## config.mk

```make
export PLATFORM = sky130hd
export DESIGN_NAME = lj24_frame_fifo
export DESIGN_NICKNAME = d
export VERILOG_FILES = /design/src/rtl/lj24_pkg.sv /design/src/rtl/lj24_fifo_ram.sv /design/src/rtl/lj24_frame_fifo.sv
export SDC_FILE = /design/constraint.sdc
export NUM_CORES = 1
export LEC_CHECK = 0
export CAP_MARGIN = 20
export CORE_UTILIZATION = 60
export CTS_CLUSTER_SIZE = 14
export DETAILED_ROUTE_END_ITERATION = 12
export GPL_TIMING_DRIVEN = 1
export PLACE_DENSITY = 0.77
export SYNTH_ARGS = -nofsm -noshare
export SYNTH_HDL_FRONTEND = slang
export SYNTH_SLANG_ARGS = --single-unit
```

## constraint.sdc

```tcl
create_clock -name clk -period 3.86 [get_ports clk]
set_input_delay 0.772 -clock clk [delete_from_list [all_inputs] [get_ports clk]]
set_output_delay 0.772 -clock clk [all_outputs]
set_load 0.005 [all_outputs]
```

## src/rtl/lj24_pkg.sv

```systemverilog
// Shared widths, write-FSM state type and the left-justified packing helper
// for the lj24 stereo frame FIFO.
package lj24_pkg;

  localparam int SAMPLE_W = 24;
  localparam int WORD_W   = 32;

  typedef enum logic {
    IDLE = 1'b0,
    WR_R = 1'b1
  } wr_state_t;

  // Sample MSB lands on word bit 31; the low pad bits are zero.
  function automatic logic [WORD_W-1:0] pack_lj_word(input logic [SAMPLE_W-1:0] sample);
    return {sample, {(WORD_W - SAMPLE_W){1'b0}}};
  endfunction

endpackage

```

## src/rtl/lj24_fifo_ram.sv

```systemverilog
// Simple dual-port word store: synchronous write, read-enabled output register
// that doubles as the transmitter-facing data register.
module lj24_fifo_ram
  import lj24_pkg::*;
#(
  parameter int DEPTH_LOG2 = 4
) (
  input  logic                  clk,
  input  logic                  reset_n,
  input  logic                  we,
  input  logic [DEPTH_LOG2-1:0] waddr,
  input  logic [WORD_W-1:0]     wdata,
  input  logic                  re,
  input  logic [DEPTH_LOG2-1:0] raddr,
  output logic [WORD_W-1:0]     rdata
);

  logic [WORD_W-1:0] mem [0:(1 << DEPTH_LOG2) - 1];

  always_ff @(posedge clk) begin
    if (we) begin
      mem[waddr] <= wdata;
    end
  end

  // Holds its value between reads so an empty-FIFO request repeats the last word.
  always_ff @(posedge clk or negedge reset_n) begin
    if (!reset_n) begin
      rdata <= '0;
    end else if (re) begin
      rdata <= mem[raddr];
    end
  end

endmodule

```

## src/rtl/lj24_frame_fifo.sv

```systemverilog
// Stereo frame FIFO: one L/R pair per handshake, stored as two left-justified
// words (L first). Optional level/overflow status with LJ24_FIFO_STATUS_EN.
module lj24_frame_fifo
  import lj24_pkg::*;
#(
  parameter int DEPTH_LOG2 = 4
) (
  input  logic                  clk,
  input  logic                  reset_n,
  input  logic                  frame_valid,
  output logic                  frame_ready,
  input  logic [SAMPLE_W-1:0]   l_sample,
  input  logic [SAMPLE_W-1:0]   r_sample,
  input  logic                  fifo_rdreq,
  output logic                  fifo_empty,
  output logic [WORD_W-1:0]     fifo_data
`ifdef LJ24_FIFO_STATUS_EN
  ,
  output logic [DEPTH_LOG2:0]   level,
  output logic                  overflow
`endif
);

  localparam int DEPTH = 1 << DEPTH_LOG2;
  // Largest count at which two free words remain for a whole frame.
  localparam logic [DEPTH_LOG2:0] READY_MAX = (DEPTH_LOG2 + 1)'(DEPTH - 2);

  wr_state_t             state_reg, state_next;
  logic [DEPTH_LOG2-1:0] wr_ptr_reg, rd_ptr_reg;
  logic [DEPTH_LOG2:0]   count_reg, count_next;
  logic [SAMPLE_W-1:0]   r_hold_reg;
  logic                  frame_ready_reg, frame_ready_next;
  logic                  fifo_empty_reg, fifo_empty_next;
  logic                  accept, wr_en, rd_en;
  logic [WORD_W-1:0]     wr_data;

  always_comb begin
    state_next = state_reg;
    accept     = 1'b0;
    wr_en      = 1'b0;
    wr_data    = pack_lj_word(l_sample);
    case (state_reg)
      IDLE: begin
        if (frame_valid && frame_ready_reg) begin
          accept     = 1'b1;
          wr_en      = 1'b1;
          state_next = WR_R;
        end
      end
      WR_R: begin
        wr_en      = 1'b1;
        wr_data    = pack_lj_word(r_hold_reg);
        state_next = IDLE;
      end
      default: state_next = IDLE;
    endcase
  end

  // Empty and ready are registered from next-state values so no input reaches an output.
  always_comb begin
    rd_en      = fifo_rdreq && !fifo_empty_reg;
    count_next = count_reg;
    case ({wr_en, rd_en})
      2'b10:   count_next = count_reg + 1'b1;
      2'b01:   count_next = count_reg - 1'b1;
      default: count_next = count_reg;
    endcase
    fifo_empty_next  = (count_next == '0);
    frame_ready_next = (state_next == IDLE) && (count_next <= READY_MAX);
  end

  always_ff @(posedge clk or negedge reset_n) begin
    if (!reset_n) begin
      state_reg       <= IDLE;
      wr_ptr_reg      <= '0;
      rd_ptr_reg      <= '0;
      count_reg       <= '0;
      r_hold_reg      <= '0;
      frame_ready_reg <= 1'b0;
      fifo_empty_reg  <= 1'b1;
    end else begin
      state_reg       <= state_next;
      count_reg       <= count_next;
      frame_ready_reg <= frame_ready_next;
      fifo_empty_reg  <= fifo_empty_next;
      if (wr_en) begin
        wr_ptr_reg <= wr_ptr_reg + 1'b1;
      end
      if (rd_en) begin
        rd_ptr_reg <= rd_ptr_reg + 1'b1;
      end
      if (accept) begin
        r_hold_reg <= r_sample;
      end
    end
  end

  lj24_fifo_ram #(
    .DEPTH_LOG2(DEPTH_LOG2)
  ) u_ram (
    .clk     (clk),
    .reset_n (reset_n),
    .we      (wr_en),
    .waddr   (wr_ptr_reg),
    .wdata   (wr_data),
    .re      (rd_en),
    .raddr   (rd_ptr_reg),
    .rdata   (fifo_data)
  );

  assign frame_ready = frame_ready_reg;
  assign fifo_empty  = fifo_empty_reg;

`ifdef LJ24_FIFO_STATUS_EN
  logic overflow_reg;

  // Sticky: upstream offered a frame while IDLE could not take it.
  always_ff @(posedge clk or negedge reset_n) begin
    if (!reset_n) begin
      overflow_reg <= 1'b0;
    end else if (state_reg == IDLE && frame_valid && !frame_ready_reg) begin
      overflow_reg <= 1'b1;
    end
  end

  assign level    = count_reg;
  assign overflow = overflow_reg;
`endif

endmodule

```

**Yosys cells after proc, flatten, opt, wreduce, memory -nomap -nowiden**

Memory sizes are Yosys's and may differ from the RTL's. A register that Yosys moved wholly into a read port is not among the register bits.
Cells that the tools add are included.

- Register bits: 40
- Bits in writable memories: 512
- Input bits: 52
- Output and inout port bits: 34
- Logic and storage cells: 31
- Memories kept: 1

- Add/subtract/negate cells: 4
- $lt $le $gt $ge: 1
- Equal/unequal tests: 2
- Muxes and demuxes: 8
- Bitwise operators: 2
- Reduce and logical (&&, ||, !) cells: 6

Memories:

| name | depth | width | rd ports | clocked after Yosys merged registers in | wr ports | RTL line | source |
|---|---|---|---|---|---|---|---|
| u_ram.mem | 16 | 32 | 1 | 1 | 1 | lj24_fifo_ram.sv:18 | `logic [WORD_W-1:0] mem [0:(1 << DEPTH_LOG2) - 1];` |

Operators by type and width:

| cell | count |
|---|---|
| $mux 32 | 1 |
| $pmux 5 s2 | 1 |
| $add 4x1->4 const B | 2 |
| $add 5x1->5 const B | 1 |
| $le 5x4->1 const B | 1 |
| $logic_not 5->1 | 1 |
| $sub 5x1->5 const B | 1 |
| $mux 1 | 4 |
| $pmux 1 s2 | 2 |
| $logic_and 1x1->1 | 3 |
| $eq 2x1->1 const B | 1 |
| $eq 2x2->1 const B | 1 |
| $logic_not 1->1 | 2 |
| $not 1->1 | 2 |

**Longest topological paths before layout**

- Depth in word-level cells: 7
- Depth in mapped cells: 12

**By module**

Synthesis repeated with hierarchy kept, for this count alone.

- Cells, all modules: 1076
- Area total of the unflattened synthesis: 22776.8 µm²

By module, submodules not included:

| module | instances | cells an instance | area an instance (µm²) |
|---|---|---|---|
| lj24_fifo_ram | 1 | 876 | 20788.7 |
| lj24_frame_fifo | 1 | 200 | 1988.2 |

**Least setup slack after synthesis**

OpenSTA, ideal clock, no wires.

- Path type: input -> register
- Start: in frame_valid
- End: mem u_ram.mem[3][10] (enable)
- Setup time: 0.435 ns
- Data arrival time: 2.938 ns
- Data required time: 3.425 ns
- Path slack: 0.487 ns
- Stages: 5
- Path buffers: 1
- Path through: nand2_1 -> nand2b_1 -> clkbuf_1 -> nand2_1 -> nor3_1

- Word-level cells in the longest chain between the ends: 5

RTL lines:

| what | RTL line | source |
|---|---|---|
| start, declared | lj24_frame_fifo.sv:10 | `input logic frame_valid,` |
| $logic_and 1x1->1 | lj24_frame_fifo.sv:44 | `if (frame_valid && frame_ready_reg) begin` |
| $mux 1 | lj24_frame_fifo.sv:44 |  |
| $pmux 1 s2 | lj24_frame_fifo.sv:42 | `case (state_reg)` |
| $mux 1 | lj24_fifo_ram.sv:21 | `if (we) begin` |
| $mux 1 (implied by the code) | lj24_fifo_ram.sv:22 | `mem[waddr] <= wdata;` |
| end, declared | lj24_fifo_ram.sv:18 |  |

Every way passes these cells.

**Worst setup path in the final report**

- Start: in frame_valid
- End: reg fifo_empty_reg, in the netlist fifo_empty

- Word-level cells in the longest chain between the ends: 6
- Elaborated cells between the ends (all ways): 7

RTL lines:

| what | RTL line | source |
|---|---|---|
| $logic_and 1x1->1 * | lj24_frame_fifo.sv:44 |  |
| $mux 1 * | lj24_frame_fifo.sv:44 |  |
| $pmux 1 s2 * | lj24_frame_fifo.sv:42 |  |
| $eq 2x1->1 or $eq 2x2->1 (tied branches) | lj24_frame_fifo.sv:63 | `case ({wr_en, rd_en})` |
| $pmux 5 s2 * | lj24_frame_fifo.sv:63 |  |
| via count_next[2] | lj24_frame_fifo.sv:30 | `logic [DEPTH_LOG2:0] count_reg, count_next;` |
| $logic_not 5->1 * | lj24_frame_fifo.sv:68 | `fifo_empty_next = (count_next == '0);` |
| via fifo_empty_next | lj24_frame_fifo.sv:33 | `logic fifo_empty_reg, fifo_empty_next;` |
| end signal, assigned | lj24_frame_fifo.sv:85 | `fifo_empty_reg <= fifo_empty_next;` |
| end, declared | lj24_frame_fifo.sv:33 |  |

Mark *: on every way through the listed nets, which the timed path passes. The rest lies on a longest branch.
A chain may end at the register's enable or synchronous reset.

==> impl_results.md <==
- Status: finished clean
- Count of final setup violators: 0
- Top Ports: 86
- Post-layout min period: ~3 ns
- Top cells by area, synth: edfxtp_1 65%, mux4_2 12%, dfrtp_1 9.0%, mux2_2 3.1%, nand2_1 2.8%
- GRT Max-Usage Layer: met2
- Cell variety after synth: 38
- Setup TNS: 0 ns
- Initial antenna violation count: 0
- Root Buffer: clkbuf_16
- Wire per inst: ~24 um
- Max Cap Viol: 0
- Synth cell count leaders: 384 x edfxtp_1, 132 x nand2_1, 96 x mux4_2, 63 x dfrtp_1, 49 x mux2_2
- Avg Inst Size Synth: around 19 um2
- NumNets Final: 1090
- Post-synth EDFFs: 384
- Critical path startpoint category: input pin
- Routed vias: 8839
- Yosys top cell by area: edfxtp_1
- Met1 global-route usage: 0.356
- Post-synth top area share: 0.655
- Vias per std cell: between 6 and 7
- Worst-path fanout max: 8
- FILL cells: 1687
- Synth Flop Type: edfxtp_1
- Die width: about 170 um
- GR Util met2: 0.394
- Drc violations: 0
- Largest net degree at the start of global routing: 65
- Hold slack: around 0.37 ns
- ANT cells: 0
- Met3 Use GR: 0.0375
- Rows: 62
- #FFs+latches synth: 448
- Global-route wire length before repair: 54400 um
- FF+latch area: roughly 13000 um2
- Max frequency: 335 MHz
- HPWL Detailed: ~20000 um
- Area of the multi-input gates: 4200 um2
- Max Buffers Root-to-Sink: 3
- Cts repair resizes: 0
- Max-slew violation count: 0
- Initial DRC count: approximately 950
- CTS tree: done
- Maximum VDD drop: 0.000591 V
- Clock latency on the worst-skew pair: approximately 0.54 ns
- PwrDens: about 750 nW/um2
- Critical path class: input pin to flip-flop
- Detailed Routing Iterations Pass 1: 5
- Mapped Area: 17600 um2
- Yosys warning count: 0
- Critical Path AT: between 3 and 4 ns
- Req. time, crit path: 4.31 ns
- Register clock-pin slew on the reported worst setup and hold paths: 0.06 ns
- CTS Buf Count: 44
- # H-tree levels: 2
- Worst Hold Class: input pin to async pin
- GP Congestion: between 0.7 and 0.8
- Grt ovf: 0
- Worst-Margin Slew: 0.916 ns
- Leakage: between 0.006 and 0.007 uW
- Number of global-route vias before repair: 9149
- Setup Skew: 0.0229 ns
- Die height: 173 um
- Die area: 30000 um2
- Post-synthesis sequential area ratio: 0.746
- Final worst-path cycle share: 0.774
- Post-CTS Hold Buffers: 0
- Power, Total: 15100 uW
- Worst rel slew slack: 0.389
- Initial Util: 0.612
- CP endpoint kind: flip-flop
- I/O Buffers: 77
- Core Area: 28800 um2
- P&R area growth vs syn: 15.3%
- Total wire length: 35200 um
- Most frequent cell after synthesis: edfxtp_1
- Hold violation count in the final report: 0
- Tot GR Track Use: 0.245
- Async set-or-reset flop fraction in the synthesized netlist: 0.143
- Max reg flops: 384
- Share of layout cells above drive strength 1: 0.249
- Cells after synthesis: just over 900
- CTS Sinks: between 400 and 500
- Unrepaired setup endpoints after global routing: no
- Post-CTS setup buffer count: 0
- DRT antenna net count: 0
[power by group]
group	leakage (uW)	switching (uW)	total [uW]	internal [uW]
sequential	0.00425	582	6870	6290
combinational	0.00208	2200	4300	2100
clock	0.000656	1710	3960	2250
[stage by stage]
stage | instances | setup WS, ns | utilization | area (um2)
final | 1448 | 0.874 | 0.706 | 20300
after global routing | 1448 | 0.670 | 0.706 | 20300
after CTS | 1447 | 0.912 | 0.705 | 20300
after detailed placement | 1367 | 0.364 | 0.658 | 18900
after global placement | 1367 | 0.457 | 0.658 | 18900
after floorplan | 931 | 0.487 | - | 17600
[per-layer routing]
metal / routed length (um) / up-vias
met3: 2650 / 64
met2: 17500 / 394
met5: 0 / -
met1: 14300 / 4576
li1: - / 3805
met4: 742 / 0
[worst max-delay path, cell delays in order]
cell and delay, ns:
clkdlybuf4s50_1 0.46, nand2_1 0.08, nand2b_1 0.22, inv_1 0.13, ha_1 0.27, xor2_1 0.19, ha_1 0.23, a21oi_1 0.16
mux2i_1 0.26, xnor2_1 0.13, or3_1 0.39, nor3_1 0.14
[kinds of logic (layout without fill, tap and decap cells)]
family / Yosys count / after routing / synth area share
flops: 448 / 448 / 0.746
compound gates: 58 / 58 / 0.0175
mux: 170 / 170 / 0.168
buf+inv: 64 / 197 / 0.0202
simple gates: 164 / 164 / 0.0371
other cells: 1 / 8 / 0.000213
xor+xnor: 11 / 11 / 0.00547
fa+ha+maj: 8 / 8 / 0.00568
[cell usage in the layout, fill, tap and decap left out, drive strengths merged, types with 16 or more instances in the layout]
cell type      instances
clkdlybuf4s50         76
a21oi                 16
buf                   36
edfxtp               384
o21ai                 35
mux2i                 25
dfrtp                 63
clkbuf                62
mux4                  96
nand2                132
mux2                  49
[path summary, 6_finish.rpt]
| kind | from | end | slack, ns | depth (start not counted) |
|---|---|---|---|---|
| max in group asynchronous | reset_n | rd_ptr_reg[2]$_DFFE_PN0P_ | 2.80 | 1 |
| worst max-delay path | frame_valid | fifo_empty$_DFF_PN1_ | 0.87 | 12 |
| worst max register to register | state_reg$_DFF_PN0_ | fifo_empty$_DFF_PN1_ | 0.94 | 11 |
| worst min register to register | r_hold_reg[11]$_DFFE_PN0P_ | r_hold_reg[11]$_DFFE_PN0P_ | 0.47 | 2 |
| worst min-delay path | reset_n | u_ram.rdata[31]$_DFFE_PN0P_ | 0.37 | 1 |
| min in group clk | r_hold_reg[11]$_DFFE_PN0P_ | r_hold_reg[11]$_DFFE_PN0P_ | 0.47 | 2 |
[area by class of cell]
cell class	count	share of cell area
inverter	5	0.000924
multi-input combinational	419	0.207
tap	384	0.0237
sequential	448	0.647
timing repair buffer	112	0.0551
clock inverter	18	0.00702
clock buffer	62	0.0590
Note: power is estimated with default switching activity, not from simulation.
